===== src/rtl/key_event_decoder_pkg.sv =====
// key_evt_pkg: shared FSM state encoding and sizing helpers for key_event_decoder.
package key_evt_pkg;

    typedef enum logic [2:0] {
        IDLE   = 3'd0,
        PRESS1 = 3'd1,
        HELD   = 3'd2,
        WAIT2  = 3'd3,
        DONE   = 3'd4
    } key_fsm_t;

    function automatic int cpm(input int freq);
        return freq / 1000;
    endfunction

    function automatic int cnt_w(input int a, input int b, input int c);
        int m;
        m = (a > b) ? a : b;
        m = (m > c) ? m : c;
        return $clog2(m + 1);
    endfunction

endpackage


===== src/rtl/key_event_decoder_tick.sv =====
// ms_tick_gen: one-cycle tick marking the last cycle of each millisecond since clr.
module ms_tick_gen #(
    parameter int CPM = 50_000
) (
    input  logic clk,
    input  logic rst,
    input  logic clr,
    output logic tick
);

    localparam int W = (CPM > 1) ? $clog2(CPM) : 1;

    logic [W-1:0] r_cnt;

    assign tick = (r_cnt == W'(CPM - 1));

    // The clr cycle itself counts as the first cycle of the new millisecond.
    always_ff @(posedge clk) begin
        if (rst || clr)
            r_cnt <= W'((CPM > 1) ? 1 : 0);
        else
            r_cnt <= tick ? '0 : r_cnt + W'(1);
    end

endmodule


===== src/rtl/key_event_decoder.sv =====
// key_event_decoder: classifies debounced key gestures into short/long/double-click pulses.
// Optional auto-repeat while held is built when KEY_REPEAT_EN is defined.
module key_event_decoder
    import key_evt_pkg::*;
#(
    parameter int CLK_FREQ_HZ = 50_000_000,
    parameter int LONG_MS     = 1000,
    parameter int DCLICK_MS   = 300,
    parameter int REPEAT_MS   = 200
) (
    input  logic clk,
    input  logic rst,
    input  logic key_flag,
    input  logic key_state,
    output logic short_press,
    output logic long_press,
    output logic double_click,
    output logic key_repeat,
    output logic busy
);

    localparam int CPM = cpm(CLK_FREQ_HZ);
    localparam int MSW = cnt_w(LONG_MS, DCLICK_MS, REPEAT_MS);

    key_fsm_t       r_state;
    logic [MSW-1:0] r_ms;
    logic           r_short, r_long, r_dbl, r_busy;
    logic           w_press, w_release, w_tick, w_long_done, w_win_done, w_clr;

    assign w_press     = key_flag & ~key_state;
    assign w_release   = key_flag & key_state;
    assign w_long_done = (r_state == PRESS1) && w_tick && (r_ms == MSW'(LONG_MS - 1));
    assign w_win_done  = (r_state == WAIT2) && w_tick && (r_ms == MSW'(DCLICK_MS - 1));

    // Any state change restarts the timebase so every deadline is cycle exact.
    assign w_clr = ((r_state == IDLE)   && w_press)
                 | ((r_state == PRESS1) && (w_release || w_long_done))
                 | ((r_state == HELD)   && w_release)
                 | ((r_state == WAIT2)  && (w_press || w_win_done))
                 | ((r_state == DONE)   && w_release);

    ms_tick_gen #(.CPM(CPM)) u_tick (
        .clk  (clk),
        .rst  (rst),
        .clr  (w_clr),
        .tick (w_tick)
    );

    always_ff @(posedge clk) begin
        if (rst || w_clr)
            r_ms <= '0;
        else if (w_tick)
            r_ms <= r_ms + MSW'(1);
    end

    always_ff @(posedge clk) begin
        if (rst) begin
            r_state <= IDLE;
            r_short <= 1'b0;
            r_long  <= 1'b0;
            r_dbl   <= 1'b0;
            r_busy  <= 1'b0;
        end else begin
            r_short <= 1'b0;
            r_long  <= 1'b0;
            r_dbl   <= 1'b0;
            case (r_state)
                IDLE: if (w_press) begin
                    r_state <= PRESS1;
                    r_busy  <= 1'b1;
                end
                PRESS1: if (w_long_done) begin
                    r_long  <= 1'b1;
                    r_state <= w_release ? IDLE : HELD;
                    r_busy  <= ~w_release;
                end else if (w_release) begin
                    r_state <= WAIT2;
                end
                HELD: if (w_release) begin
                    r_state <= IDLE;
                    r_busy  <= 1'b0;
                end
                // A second press beats a window expiring in the same cycle.
                WAIT2: if (w_press) begin
                    r_dbl   <= 1'b1;
                    r_state <= DONE;
                end else if (w_win_done) begin
                    r_short <= 1'b1;
                    r_state <= IDLE;
                    r_busy  <= 1'b0;
                end
                DONE: if (w_release) begin
                    r_state <= IDLE;
                    r_busy  <= 1'b0;
                end
                default: begin
                    r_state <= IDLE;
                    r_busy  <= 1'b0;
                end
            endcase
        end
    end

`ifdef KEY_REPEAT_EN
    localparam int RPC = REPEAT_MS * CPM;
    localparam int RW  = (RPC > 1) ? $clog2(RPC) : 1;

    logic [RW-1:0] r_rep;
    logic          r_key_repeat;
    logic          w_rep;

    // Counts from the long_press cycle, so the first repeat lands REPEAT_MS later.
    assign w_rep = (r_state == HELD) && (r_rep == RW'(RPC - 1));

    always_ff @(posedge clk) begin
        if (rst || (r_state != HELD))
            r_rep <= '0;
        else
            r_rep <= w_rep ? '0 : r_rep + RW'(1);
    end

    always_ff @(posedge clk) begin
        if (rst)
            r_key_repeat <= 1'b0;
        else
            r_key_repeat <= w_rep & ~w_release;
    end

    assign key_repeat = r_key_repeat;
`else
    assign key_repeat = 1'b0;
`endif

    assign short_press  = r_short;
    assign long_press   = r_long;
    assign double_click = r_dbl;
    assign busy         = r_busy;

endmodule


===== config.mk =====
export PLATFORM = sky130hd
export DESIGN_NAME = key_event_decoder
export DESIGN_NICKNAME = d
export VERILOG_FILES = /design/src/rtl/key_event_decoder_pkg.sv /design/src/rtl/key_event_decoder_tick.sv /design/src/rtl/key_event_decoder.sv
export SDC_FILE = /design/constraint.sdc
export NUM_CORES = 1
export LEC_CHECK = 0
export CORE_AREA = 2 2 87 89
export DETAILED_ROUTE_END_ITERATION = 8
export DIE_AREA = 0 0 89 91
export SLEW_MARGIN = 20
export SYNTH_ARGS = -nofsm -noshare
export SYNTH_HDL_FRONTEND = slang
export SYNTH_SLANG_ARGS = --single-unit
export TNS_END_PERCENT = 30

===== constraint.sdc =====
create_clock -name clk -period 2.7 [get_ports clk]
set_input_delay 0.405 -clock clk [delete_from_list [all_inputs] [get_ports clk]]
set_output_delay 0.405 -clock clk [all_outputs]
set_load 0.1 [all_outputs]

==> results.ini <==
[clock_network]
cts_max_path_buffers = 2
clock_latency_ps = 290
clock_tree.root_cell = clkbuf_8
htree_levels = 2
cts_made_buffers = 5
cts_tree = built
clock_sinks = 33
cts_resized = 0
ctsHoldBuffers = 0
post_cts_buffers = 0
path_clk_slew_ps = 70

[routing]
wire_per_inst_um = 11.6
num_vias = 1453
drcViolationCount = 0
viasPerCell = 4.75
first_pass_iters = 4
ant_nets = 0
finalWirelength_um = 3560
drtIter0Drc = 38

[power_and_ir_drop]
leakage_nw = 0.670
powerDensity_nw_per_um2 = 597
ir_drop_mv = 0.178

[timing]
timing.final.crit_share = 0.883
fmax_ghz = 0.420
rsz0062_at_grt = no
fin_crit_ps = 2380
relSlewSlack = 0.633
worstMarginPinSlew_ps = 546
hold_violations = 0
finalSetupViolCount = 0
maxSlewViolCount = 0
clock_skew_ps = 5.71
final.setup.worst_slack_ps = 317
tns_ps = 0

[worst_setup_path]
reg2reg_from = u_tick.r_cnt[11]$_SDFF_PP0_
reg2regPathDepth = 5
path_cells = or4_4, or4_1, o31a_1, o221ai_2, nor3_1
cp-endpoint = u_tick.r_cnt[8]$_SDFF_PP0_
reg2reg_slack_ps = 320
crit_path_start = u_tick.r_cnt[11]$_SDFF_PP0_
startpoint_type = flip-flop
crit_cells = 5
worst-path-buf-inv = 0
path_delay_family = simple AND/OR/NAND/NOR gates
cp-end-kind = flip-flop
cp_data_required_time_ps = 2870
slowest_delay_ps = 570
slowest_stage = or4_4
crit_fanout = 7
arrival_ps = 2560
r2r_end = u_tick.r_cnt[8]$_SDFF_PP0_
path_class = flip-flop to flip-flop

[worst_hold_path]
hold_start = busy$_SDFFE_PP0P_
hold_path_class = flip-flop to flip-flop

[floorplanning]
row_count = 31
coreArea_um2 = 7140
ios = 9
die_y_um = 91
die_x_um = 89
die_area_um2 = 8100
start_util = 0.246

[placement]
portBuffers = 7
post-place-ws_ps = 321
dp_hpwl_um = 2550
place_congestion = 0.848

[synth]
ys_types = 46
synth_compound_area_frac = 0.0728
yosys_warnings = 0
synth-seq-area-share = 0.377
synth_top_area_share = 0.377
ys_top_cells_by_count = 33 x dfxtp_1, 28 x nor3_1, 13 x xnor2_1, 12 x nand2_1, 12 x nand3_1
synth.most_common_cell = dfxtp_1
muxShareOfSynthArea = 0.0114
synth_edf_count = 0
synth_top_flop_cell = dfxtp_1
synth_fa_ha_area_frac = 0.0143
yosys-top-cells-area = dfxtp_1 38%, nor3_1 8.0%, xnor2_1 6.5%
synth_top_family_by_area = simple AND/OR/NAND/NOR gates
syn_nets = 203
ys_ff_latch = 33
synthXorXnorAreaFrac = 0.115
synth_top_area_cell = dfxtp_1
syn_inst = 197
avgSynthCellArea_um2 = 8.90
yosys.area_share.simple = 0.357
async_flop_share = 0
synth.cell_area_um2 = 1750

[final_layout]
final_net_count = 212
area_growth_pct = 16.9
diodes = 0
drive_gt1_frac = 0.135

[global_route]
grt-ovfl-total = 0
antenna_found_initial = 0
grt_max_degree = 20
grt_pass1_vias = 1334
track_usage = 0.0951
grt_pass1_wl_um = 6080

[outcome]
status = finished clean

[flow_run]
cap_violations = 0

power by group:
| part | internal (W) | switching (W) |
|---|---|---|
| clock | 0.000367 | 0.000190 |
| combinational | 0.0000528 | 0.0000915 |
| sequential | 0.000503 | 0.0000204 |
| total | 0.000923 | 0.000302 |
layer usage:
layer  global-route usage  vias to the layer above  part of all wire
met5                    0                        -                 0
met1                0.123                      679              0.49
met2                0.144                       28              0.46
met3               0.0300                        8             0.039
met4               0.0410                        0             0.015
li1                     -                      738                 -
per-stage QoR:
stage               instance area (um2)  std cells  total power [W]  hold slack (ps)  utilization
CTS                                2050        306          0.00124              480        0.287
finish                             2050        306          0.00122              474        0.287
floorplan                          1750        197         0.000646              466            -
global placement                   1920        298         0.000680              467        0.269
global route                       2050        306          0.00127              518        0.287
detailed placement                 1920        298         0.000679              462        0.269
area by class of cell:
type | instances | area, um2
clock buffers | 5 | 68.8
inverters | 9 | 33.8
flip-flops and latches | 33 | 661
fillers | 779 | 5090
repair buffers | 10 | 95.1
clock inverters | 3 | 65.1
well taps | 99 | 124
multi-input cells | 147 | 1000
cell families (layout without fill, tap and decap cells):
| logic type | count (synthesis) | in the layout |
|---|---|---|
| adder cells (fa/ha/maj) | 2 | 2 |
| AND/OR/NAND/NOR | 103 | 103 |
| multiplexers | 2 | 2 |
| flip-flops | 33 | 33 |
| buffers and inverters | 17 | 27 |
| XOR/XNOR | 23 | 23 |
| AO/OA/AOI/OAI | 16 | 16 |
| other | 1 | 1 |
flip-flops by register name, summed over array words and instances, names as in the netlist:
register	cells
busy	1
double_click	1
long_press	1
r_ms	10
r_state	3
short_press	1
u_tick.r_cnt	16
cell usage in the layout, fill, tap and decap left out, types with 2 or more instances in the layout:
master            n
or4_4             2
nand2_1          12
clkbuf_8          5
nor4_1            3
dfxtp_1          33
inv_1             9
nand4b_1          3
clkdlybuf4s50_1   3
buf_4             6
nand4_1           8
nor2_1            8
a21oi_1           3
nor3_1           28
bufinv_16         2
xnor2_1          13
nand2b_1          2
and4_1            2
nor4_2            4
xor2_1           10
nor2b_1           2
nor3_2            3
ha_1              2
mux2i_1           2
o21ai_0           3
nand3_1          12
and3_1            3
nand3b_1          2
worst min-delay path by stage:
stage                              endpoint  slack (ps)  depth (start not counted)
floorplan           r_state[2]$_SDFFE_PP0P_         470                          2
global placement          busy$_SDFFE_PP0P_         470                          2
detailed placement        busy$_SDFFE_PP0P_         460                          2
CTS                       busy$_SDFFE_PP0P_         480                          2
global route        r_state[2]$_SDFFE_PP0P_         520                          2
finish                    busy$_SDFFE_PP0P_         470                          2
tightest hold or removal path: stages, from the launching register on:
cell     delay, ps
dfxtp_1        310
nand2_1         50
mux2i_1         60
No activity file was read; power rests on OpenSTA's default activity.
